===== config.mk =====
export PLATFORM = sky130hd
export DESIGN_NAME = register_file_32x32
export DESIGN_NICKNAME = d
export VERILOG_FILES = /design/src/rtl/register_file_32x32.sv
export SDC_FILE = /design/constraint.sdc
export NUM_CORES = 2
export LEC_CHECK = 0
export ABC_AREA = 1
export CAP_MARGIN = 20
export CORE_MARGIN = 2
export CORE_UTILIZATION = 44
export CTS_CLUSTER_SIZE = 30
export DETAILED_ROUTE_END_ITERATION = 10
export PLACE_DENSITY_LB_ADDON = 0.05
export SETUP_SLACK_MARGIN = 0.02
export SLEW_MARGIN = 20
export SYNTH_ARGS = -nofsm -noshare
export SYNTH_HDL_FRONTEND = slang
export SYNTH_SLANG_ARGS = --single-unit

===== constraint.sdc =====
create_clock -name CLK -period 1.7 [get_ports CLK]
set_input_delay 0.34 -clock CLK [delete_from_list [all_inputs] [get_ports CLK]]
set_output_delay 0.34 -clock CLK [all_outputs]
set_load 0.01 [all_outputs]

===== src/rtl/register_file_32x32.sv =====
// 32x32 register file: two registered read ports, one write port, r0 hardwired to zero.
// Optional same-edge write-to-read forwarding when REGFILE_WRITE_BYPASS_EN is defined.
module register_file_32x32 #(
  parameter int unsigned DATA_WIDTH = 32,
  parameter int unsigned ADDR_WIDTH = 5,
  parameter int unsigned REG_COUNT  = 32
) (
  input  logic                  CLK,
  input  logic                  RST,
  input  logic                  READ,
  input  logic                  WRITE,
  input  logic [ADDR_WIDTH-1:0] ADDR_R1,
  input  logic [ADDR_WIDTH-1:0] ADDR_R2,
  input  logic [ADDR_WIDTH-1:0] ADDR_W,
  input  logic [DATA_WIDTH-1:0] DATA_W,
  output logic [DATA_WIDTH-1:0] DATA_R1,
  output logic [DATA_WIDTH-1:0] DATA_R2
);

  logic [DATA_WIDTH-1:0] regQ [REG_COUNT];
  logic [DATA_WIDTH-1:0] dataR1Q, dataR2Q;
  logic [DATA_WIDTH-1:0] readR1, readR2;
  logic                  writeEn;

  // Writes to index 0 are dropped so r0 can never leave zero.
  assign writeEn = WRITE && (ADDR_W != '0);

  always_comb begin
    readR1 = '0;
    readR2 = '0;
    if (ADDR_R1 != '0) readR1 = regQ[ADDR_R1];
    if (ADDR_R2 != '0) readR2 = regQ[ADDR_R2];
`ifdef REGFILE_WRITE_BYPASS_EN
    if (writeEn && (ADDR_R1 == ADDR_W)) readR1 = DATA_W;
    if (writeEn && (ADDR_R2 == ADDR_W)) readR2 = DATA_W;
`endif
  end

  always_ff @(posedge CLK or negedge RST) begin
    if (!RST) begin
      for (int i = 0; i < int'(REG_COUNT); i++) regQ[i] <= '0;
    end else if (writeEn) begin
      regQ[ADDR_W] <= DATA_W;
    end
  end

  // Outputs hold while READ is low so ALU operands stay stable across a multi-cycle op.
  always_ff @(posedge CLK or negedge RST) begin
    if (!RST) begin
      dataR1Q <= '0;
      dataR2Q <= '0;
    end else if (READ) begin
      dataR1Q <= readR1;
      dataR2Q <= readR2;
    end
  end

  assign DATA_R1 = dataR1Q;
  assign DATA_R2 = dataR2Q;

endmodule

-- Word level (Yosys, flattened, before mapping)
Cells that the tools add are included.
- register bits: 1088
- input bits: 51
- output and inout bits: 64
- word-level logic and storage cells: 57
- order comparisons: 4
- multiplexer cells: 11
- bitwise operators: 3
- reductions and logical operators: 5
- operators by type and width (operator ; count):
    $bwmux W1024 ; 1
    $bmux W32 S5 ; 2
    $mux W32 ; 7
    $demux W32 S5 ; 1
    $ge A6 B6 Y1 const B ; 3
    $not A5 Y6 ; 3
    $reduce_bool A5 Y1 ; 3
    $lt A6 B1 Y1 const B ; 1
    $logic_and A1 B1 Y1 ; 2

-- Longest topological paths before layout
- word-level depth: 6
- depth in mapped cells: 13

-- Least setup slack after synthesis
Ideal clock, no wire load.
- path type: input to register
- from: input port ADDR_R1[1]
- to: register dataR1Q[10] (netlist: DATA_R1[10])
- setup time: 0.066 ns
- arrival time: 1.709 ns
- required time: 1.634 ns
- slack: -0.074 ns
- stages: 10
- path through: clkbuf_1 > nor2_2 > clkbuf_1 > clkbuf_1 > a21oi_1 > nand3b_1 > nand2_1 > nand2_1 > nand3_1 > nand2_1
- longest elaborated chain between the ends: 5
- RTL lines (what ; line ; text):
    start: declaration ; 12 ; input logic [ADDR_WIDTH-1:0] ADDR_R1,
    $not A5 Y6 (not written as such) ; 31 ; if (ADDR_R1 != '0) readR1 = regQ[ADDR_R1];
    $bmux W32 S5 ; 31 ;
    $mux W32 (not written as such) (2 in a row) ; 31 ;
    $mux W32 (*) ; 31 ;
    end signal: assignment ; 53 ; dataR1Q <= readR1;
    end: declaration ; 21 ; logic [DATA_WIDTH-1:0] dataR1Q, dataR2Q;
Mark *: on every way between the ends. The rest lies on a longest branch, timed or not. The select of a mux whose other input is x is not followed.
A chain may end at the register's enable or synchronous reset.

-- Final worst setup path
- from: register dataR2Q[16] (netlist: DATA_R2[16])
- to: output port DATA_R2[16]
- RTL lines (what ; line ; text):
    start: declaration ; 21 ;
    start signal: assignment ; 54 ; dataR2Q <= readR2;
    end: declaration ; 17 ; output logic [DATA_WIDTH-1:0] DATA_R2
No word-level cell between the ends.

==> metrics.yaml <==
cells_and_area:
  area_growth_syn_to_layout_pct: 22.4
  n_fill_cell: 12500
  final_nets: 8614
  final_layout_size_suffix_gt1_share_pct: 10.8
logic_synthesis:
  synth_area_leader_cell: "dfrtp_1"
  synth_most_common_cell: "nand2_1"
  yosysSeqAreaShare_pct: 46.8
  synthArstFlopShare_pct: 100
  synth_common_cells: "nand2_1, nand3_1, dfrtp_1"
  ys.flop_type: "dfrtp_1"
  syn_nets: 8518
  synth_edf_count: 0
  ys_seq_elements: 1088
  syn-cell-area_mm2: 0.0582
  ys_top_cells_by_area: "dfrtp_1, nand2_1, nand3_1"
  yosysUniqueCellTypes: 18
  synth_top_area_share_pct: 46.8
  avgSynthCellArea_um2: 6.88
  synthCells: 8467
  yosys_warnings: 0
sta:
  min_period_ps: 1720
  period_share_pct: 101
  setup_ws_ps: -20.7
  fin_worst_skew_ps: 19.7
  fmax_mhz: 581
  tightest_slew_ps: 707
  hold_ws_ps: 208
  relSlewSlack_pct: 52.9
  slew_viol_final: 0
  finalSetupViolations: 4
  hold_viol_final: 0
  rsz0062_at_grt: "yes"
critical_path:
  cp.required_ps: 1360
  path_class: "register to output port"
  cp.buffers_inverters: 1
  ff2ff_setup_slack_ps: 230
  reg2reg_from: "regQ[750]"
  cp_slowest_cell: "dfrtp_2"
  reg2reg_depth: 10
  cp.arrival_ps: 1380
  cpPeakStageDelay_ps: 460
  cpLargestDelayFamily: "flip-flops"
  crit_chain: "buf_6"
  start_kind: "register"
  worstPathMaxFanout: 2
  end_kind: "output port"
  reg2reg_to: "DATA_R1[14]"
hold_path:
  worstHoldEndpoint: "DATA_R1[26]"
  hold_depth: 5
  hold_path.class: "input port to register"
  worstHoldStart: "ADDR_R1[4]"
cts:
  cts_buffers: 132
  cts_tree: "built"
  clkSinkCount: 1088
  clockBufferDepth: 3
  root_buffer: "clkbuf_16"
  insertion_delay_ps: 780
  path_clk_slew_ps: 60
  ctsHtreeMaxLevel: 4
status:
  status: "finished, violations left"
  violations: "negative setup slack"
placed_design:
  hpwl_um: 161000
  preCtsSetupSlack_ps: -435
  gp_congestion: 0.926
  port_buffers: 114
power:
  total_power_w: 0.0797
  ir_worst_vdd_mv: 0.986
  leakage_nw: 34.7
  powerDensity_mw_per_mm2: 1120
global_routing:
  grt_pass1_wl_um: 367000
  grt_max_degree: 106
  antenna_found_initial: 3
  grt_usage_pct: 35.9
  grt_pass1_vias: 56000
  grt_overflow: 0
routing:
  ant_nets: 0
  wl_per_cell_um: 23.5
  drtIter0Drc: 7685
  routed_wl_um: 245000
  drc: 0
  drt_pre_antenna_iters: 7
  via_count: 60200
  avgViaCountPerCell: 5.78
die:
  dieArea_mm2: 0.135
  rows: 133
  die_h_um: 368
  pin_count: 115
  core_area_mm2: 0.131
  die_width_um: 368
  initial_core_util_pct: 44.3
flow_run:
  maxCapViolCount: 0
## worst max path at each step
stage / from / end / slack (ps) / depth (start not counted)
floorplan: ADDR_R1[1] / DATA_R1[12] / 20 / 10
global placement: ADDR_W[2] / regQ[271] / -430 / 8
detailed placement: ADDR_W[2] / regQ[269] / -440 / 8
CTS: DATA_R2[16] / DATA_R2[16] / -40 / 1
global route: DATA_R2[16] / DATA_R2[16] / -40 / 1
finish: DATA_R2[16] / DATA_R2[16] / -20 / 1
## final cells by class
type | instances | area, um^2 | share of cell area [%]
Clock buffer | 188 | 3930 | 5.52
Tap cell | 1755 | 2200 | 3.08
Inverter | 51 | 221 | 0.311
Multi-Input combinational cell | 6580 | 28300 | 39.6
Sequential cell | 1088 | 27200 | 38.2
Timing Repair Buffer | 710 | 8920 | 12.5
Antenna cell | 1 | 2.50 | 0.00351
Clock inverter | 43 | 543 | 0.762
## sequential cells by signal (all words and copies together) (netlist names)
signal / cells
DATA_R2: 32
regQ: 1024
DATA_R1: 32
## kinds of logic (layout without fill, tap and decap cells)
family	Yosys count	count (layout)	share of synthesized area (%)
compound gates	1306	1306	11.2
flops	1088	1088	46.8
simple gates	5274	5274	36.9
other cells	0	1	0
buf+inv	799	992	5.15
## stage by stage
stage	TNS [ps]	cells	utilization (%)	area, um^2
floorplan	0	8467	-	58300
global placement	-337140	10200	50.9	66900
detailed placement	-345430	10200	50.9	66900
CTS	-189	10400	54.2	71200
global route	-166	10400	54.2	71300
finish	-63.5	10400	54.2	71300
## layer usage
metal  up-vias  share of wire (%)  global-route usage, %
met5         -             0.0045                      0
met4         2                4.5                   15.0
met3       667                9.2                   6.70
met2      3211                 44                   55.3
met1     28700                 42                   49.6
li1      27600                  -                      -
## timing repair
action | CTS | global route
gates resized for setup | 277 | 7
hold buffers | 1 | 0
setup endpoints to repair | 64 | 21
endpoints found under the hold margin | 833 | 0
buffers inserted | 7 | 7
## layout by cell type (no fill, tap or decap), types with 17 or more instances in the layout
master              n
o21ai_1            62
nand3b_1           62
o21ai_0           866
nand2_1          3937
clkinv_2           22
a21oi_1           378
nor2_1            129
clkdlybuf4s50_1    39
inv_1              35
clkbuf_16         139
clkbuf_1           22
buf_12            281
nand2_4            31
clkbuf_8           27
nand3_1          1098
buf_6              17
buf_2              49
dfrtp_1          1086
buf_4             318
## where the power goes
part / total [W] / internal (W) / switching, W
sequential: 0.0345 / 0.0306 / 0.00389
combinational: 0.0157 / 0.00631 / 0.00935
clock: 0.0295 / 0.0179 / 0.0117
Power figures use the tool's default switching activity.
